[src/rtl/bpb_pkg.sv]
// bpb_pkg: shared reset values and index hashing for the branch prediction buffer
package bpb_pkg;
  localparam int unsigned DEF_CTR_W = 2;
  localparam int unsigned WEAK_TAKEN_DEF = 32'd1 << (DEF_CTR_W - 1);
  localparam int unsigned WEAK_NOT_TAKEN_DEF = WEAK_TAKEN_DEF - 1;
  function automatic int unsigned weak_taken(int unsigned w);
    return 32'd1 << (w - 1);
  endfunction
  function automatic int unsigned weak_not_taken(int unsigned w);
    return (32'd1 << (w - 1)) - 32'd1;
  endfunction
  // Alternating init lets both directions train equally fast from reset.
  function automatic int unsigned ctr_init(int unsigned i, int unsigned w);
    return i[0] ? weak_taken(w) : weak_not_taken(w);
  endfunction
  function automatic logic [31:0] gshare_hash(logic [31:0] pc, logic [31:0] ghr, logic mode);
    return mode ? pc ^ ghr : pc;
  endfunction
endpackage

[src/rtl/bpb_sat_ctr_next.sv]
// bpb_sat_ctr_next: next value of a W-bit saturating up/down counter
module bpb_sat_ctr_next #(
  parameter int W = 2
) (
  input  logic [W-1:0] ctr_i,
  input  logic         inc_i,
  output logic [W-1:0] ctr_o
);
  always_comb ctr_o = inc_i ? ((&ctr_i) ? ctr_i : ctr_i + 1'b1) : ((|ctr_i) ? ctr_i - 1'b1 : ctr_i);
endmodule

[src/rtl/bpb_gshare.sv]
// bpb_gshare: bimodal/gshare branch prediction buffer with history repair and perf counters
module bpb_gshare
  import bpb_pkg::*;
#(
  parameter int IDX_W     = 3,
  parameter int CTR_W     = 2,
  parameter int GHR_W     = 3,
  parameter int HASH_MODE = 1,
  parameter int PERF_W    = 16
) (
  input  logic              clk,
  input  logic              resetb,
  input  logic              Dis_BpbBranch,
  input  logic [IDX_W-1:0]  Dis_BpbBranchPCBits,
  output logic              Bpb_BranchPrediction,
  output logic [IDX_W-1:0]  Bpb_PredIndex,
  output logic [GHR_W-1:0]  Bpb_GhrSnapshot,
  input  logic              Dis_CdbUpdBranch,
  input  logic [IDX_W-1:0]  Dis_CdbUpdBranchAddr,
  input  logic              Dis_CdbBranchOutcome,
  input  logic              Dis_CdbBranchMispredict,
  input  logic [GHR_W-1:0]  Dis_CdbGhrSnapshot,
  output logic [PERF_W-1:0] Bpb_PredCnt,
  output logic [PERF_W-1:0] Bpb_MispredCnt
);
  localparam int DEPTH = 2 ** IDX_W;
  logic [CTR_W-1:0]  tbl_q [DEPTH];
  logic [GHR_W-1:0]  ghr_q, ghr_d;
  logic [PERF_W-1:0] pred_cnt_q, pred_cnt_d, mis_cnt_q, mis_cnt_d;
  logic [CTR_W-1:0]  upd_new, ctr_eff;
  logic              repair;
  bpb_sat_ctr_next #(.W(CTR_W)) u_next (
    .ctr_i (tbl_q[Dis_CdbUpdBranchAddr]),
    .inc_i (Dis_CdbBranchOutcome),
    .ctr_o (upd_new)
  );
  // A same-cycle write to the read index is forwarded so dispatch sees trained state.
  always_comb begin
    Bpb_PredIndex = IDX_W'(gshare_hash(32'(Dis_BpbBranchPCBits), 32'(ghr_q), HASH_MODE != 0));
    Bpb_GhrSnapshot = ghr_q;
    ctr_eff = (Dis_CdbUpdBranch && Dis_CdbUpdBranchAddr == Bpb_PredIndex) ? upd_new : tbl_q[Bpb_PredIndex];
    Bpb_BranchPrediction = Dis_BpbBranch & ctr_eff[CTR_W-1];
    repair = Dis_CdbUpdBranch & Dis_CdbBranchMispredict;
    ghr_d = repair ? GHR_W'({Dis_CdbGhrSnapshot, Dis_CdbBranchOutcome}) :
            Dis_BpbBranch ? GHR_W'({ghr_q, Bpb_BranchPrediction}) : ghr_q;
    pred_cnt_d = pred_cnt_q + PERF_W'(Dis_BpbBranch && !(&pred_cnt_q));
    mis_cnt_d = mis_cnt_q + PERF_W'(repair && !(&mis_cnt_q));
    Bpb_PredCnt = pred_cnt_q;
    Bpb_MispredCnt = mis_cnt_q;
  end
  always_ff @(posedge clk) begin
    if (!resetb) begin
      for (int i = 0; i < DEPTH; i++) tbl_q[i] <= CTR_W'(ctr_init(i, CTR_W));
      ghr_q <= '0;
      pred_cnt_q <= '0;
      mis_cnt_q <= '0;
    end else begin
      if (Dis_CdbUpdBranch) tbl_q[Dis_CdbUpdBranchAddr] <= upd_new;
      ghr_q <= ghr_d;
      pred_cnt_q <= pred_cnt_d;
      mis_cnt_q <= mis_cnt_d;
    end
  end
endmodule
[config.mk]
export PLATFORM = sky130hd
export DESIGN_NAME = bpb_gshare
export DESIGN_NICKNAME = d
export VERILOG_FILES = /design/src/rtl/bpb_pkg.sv /design/src/rtl/bpb_sat_ctr_next.sv /design/src/rtl/bpb_gshare.sv
export SDC_FILE = /design/constraint.sdc
export NUM_CORES = 1
export LEC_CHECK = 0
export ABC_AREA = 0
export CORE_MARGIN = 10
export CORE_UTILIZATION = 29
export DETAILED_ROUTE_END_ITERATION = 8
export SYNTH_ARGS = -nofsm -noshare
export SYNTH_HDL_FRONTEND = slang
export SYNTH_SLANG_ARGS = --single-unit
[constraint.sdc]
create_clock -name clk -period 8.57 [get_ports clk]
set_input_delay 2.571 -clock clk [delete_from_list [all_inputs] [get_ports clk]]
set_output_delay 2.571 -clock clk [all_outputs]
set_load 0.05 [all_outputs]
==> qor.csv <==
stage;metric;value;unit
status;outcome;finished clean;
synth;Synth cell types;35;
clock_tree;Hold Buf Count CTS;0;
flow_run;Max Cap Viol;0;
synth;Seq/Total Area, Yosys;0.475;
clock_tree;CTS Buffer Depth;2;
sta;final setup fails;0;
sta;minimum clock period;8.08;ns
sta;Fin Setup TNS;0;ns
place;Post-DP HPWL;4520;um
finish;non-filler cells, final;402;
synth;Simple-Gate Fraction of Synth Area;0.224;
sta;final setup margin;0.487;ns
clock_tree;Worst-path clk slew;0.10;ns
routing;drt via density;4.82;
critical_path;crit path DAT;5.51;ns
synth;Synth Area in Adders;0.0342;
sta;Worst slew margin;0.607;
critical_path;required time worst endpoint;6.00;ns
clock_tree;Post-CTS Setup Bufs;0;
hold_path;Min-Delay Path Depth;2;
finish;share of cells above drive strength 1;0.0808;
finish;Layout Cell Area excl Fill;3240;sq um
sta;Setup Skew;0.00708;ns
synth;Synth area leader;dfxtp_1;
synth;asr flop ratio synth;0;
place;pre-CTS setup slack;0.452;ns
power_and_ir_drop;leakage;1.12;nW
sta;RSZ-0062 raised after global routing;no;
global_routing;first-pass GRT wire length;9890;um
floorplan;die span in x;113;um
synth;compound-cell area share of the yosys netlist;0.0453;
floorplan;Core Box Area;8300;sq um
critical_path;reg-to-reg slack, setup;6.14;ns
global_routing;pin count of the biggest net entering global routing;19;
synth;Synth Register Bits;51;
routing;Vias;1937;
clock_tree;clock tree root buffer cell;clkbuf_8;
sta;Final Cycle Share;0.943;
place;Placed Area;3110;sq um
synth;Ys Warns;0;
sta;hold_ws;0.508;ns
critical_path;worst reg2reg path depth;10;
synth;EDFF count, synth;16;
routing;drt drc;0;
floorplan;Top Ports;54;
synth;count leader, synth;nor2_1;
clock_tree;CTS tree;done;
critical_path;crit path max fanout;8;
routing;first-iteration detailed-routing DRC count;89;
synth;mux cell area share after synthesis;0.0840;
synth;area share of the largest cell type after synthesis;0.282;
routing;Routed Antenna Nets;0;
finish;fin util;0.390;
finish;Area Overhead vs Synth;30.2;%
sta;Slew @ Worst Pin;0.587;ns
place;gpl congestion;0.756;
clock_tree;CTS HTree Levels;2;
routing;Routed WL;5980;um
finish;ANT cells;0;
power_and_ir_drop;P per Cell Area;161;nW/um^2
floorplan;Die Area;12700;sq um
floorplan;Initial Utilization;0.300;
critical_path;CP Launch Type;input port;
global_routing;GRT overflow;0;
global_routing;Total GRT Usage;0.0932;
hold_path;Hold Path Origin;Bpb_MispredCnt[10];
place;# port buffers;52;
synth;Synthesized Nets;266;
synth;Post-Syn Area;2490;sq um
synth;largest family of logic cells by synthesized area;simple AND/OR/NAND/NOR gates;
global_routing;initial antenna violation count;0;
clock_tree;later-pin clock latency in the skew report;0.30;ns
synth;post-synthesis instance total;246;
place;Placed Instances;394;
floorplan;DIE HEIGHT;113;um
critical_path;reg2reg end;Bpb_MispredCnt[15];
critical_path;Setup CP Type;in -> out;
routing;WL/cell;14.9;um
critical_path;CP endpoint kind;primary output;
power_and_ir_drop;Tot Pwr;520;uW
synth;Post-synth top cells;39 x nor2_1, 35 x dfxtp_1, 27 x xor2_1;
clock_tree;CTS sink count;51;
clock_tree;Resize count post-CTS;0;
hold_path;hold-critical path endpoint;Bpb_MispredCnt[10];
hold_path;min-delay worst type;reg -> reg;
routing;DR pass1 iterations;4;
sta;Pins Over Slew Limit;0;
synth;Synth Area in XOR/XNOR;0.113;
synth;Top FF cell, synth;dfxtp_1;
sta;Max Freq;124;MHz
floorplan;Rows;33;
sta;final hold viol count;0;
clock_tree;clock buffer count from CTS;5;
global_routing;vias in the first global route;1907;
finish;Net count, final;316;
synth;top post-synthesis cells by area;dfxtp_1 28%, edfxtp_1 19%, xor2_1 9.5%;
synth;post-synthesis average cell area;10.1;sq um
power_and_ir_drop;VDD IR max;0.0725;mV
critical_path;reg-to-reg critical path startpoint;Bpb_MispredCnt[4];
## area by class of cell
class,instances,area [sq um]
clock buffer,7,119
clock inverter,1,11.3
fill,810,5060
inverter,2,7.51
multi-input combinational,181,1240
sequential,51,1180
tap,105,131
timing repair buffer,55,543
## kinds of logic after synthesis
| logic type | count (synthesis) |
|---|---|
| simple gates | 110 |
| flops | 51 |
| xor+xnor | 32 |
| compound gates | 19 |
| buf+inv | 14 |
| mux | 13 |
| fa+ha+maj | 7 |
## worst max-delay path: stages
cell and delay (ns):
clkdlybuf4s50_1 0.71, mux4_2 0.59, mux2_2 0.28, maj3_2 0.36, mux2i_1 0.20, nor2_1 0.08, clkdlybuf4s50_1 0.71
## flip-flops by register name, indices dropped and copies added, names as in the netlist
name / count
Bpb_GhrSnapshot: 3
Bpb_MispredCnt: 16
tbl_q: 16
Bpb_PredCnt: 16
## report_power, final
| group | switching, mW | internal [mW] |
|---|---|---|
| Clock | 0.0845 | 0.0951 |
| Combinational | 0.0489 | 0.0325 |
| Sequential | 0.00488 | 0.254 |
## cells in the final DEF (no fill, tap or decap), types with 3 or more instances in the layout
cell type        count
mux2_2               3
nand4_1             12
xnor2_1              5
and2_1               3
mux4_2               6
nand2b_1             3
and4_1               6
nand2_1             17
nor2_1              39
clkbuf_8             5
clkdlybuf4s50_1     52
nand3_1             15
or3_1                3
buf_4                3
xor2_1              27
and3_1               4
a21oi_1              3
mux2i_1              4
edfxtp_1            16
dfxtp_1             35
ha_1                 5
o21ai_0              9
## how the worst max path moves through the flow
stage | startpoint | endpoint | cells after the start
2_1_floorplan | Dis_BpbBranchPCBits[0] | Bpb_BranchPrediction | 5
3_3_place_gp | Dis_CdbUpdBranchAddr[0] | Bpb_BranchPrediction | 7
3_5_place_dp | Dis_CdbUpdBranchAddr[0] | Bpb_BranchPrediction | 7
4_1_cts | Dis_CdbUpdBranchAddr[0] | Bpb_BranchPrediction | 7
5_1_grt | Dis_CdbUpdBranchAddr[0] | Bpb_BranchPrediction | 7
6_report | Dis_CdbUpdBranchAddr[0] | Bpb_BranchPrediction | 7
## per-layer routing
layer | part of all wire | track usage
met3 | 0.065 | 0.0309
met4 | 0.011 | 0.0305
met1 | 0.46 | 0.118
met2 | 0.46 | 0.146
met5 | 0 | 0
No activity file was read; power rests on OpenSTA's default activity.
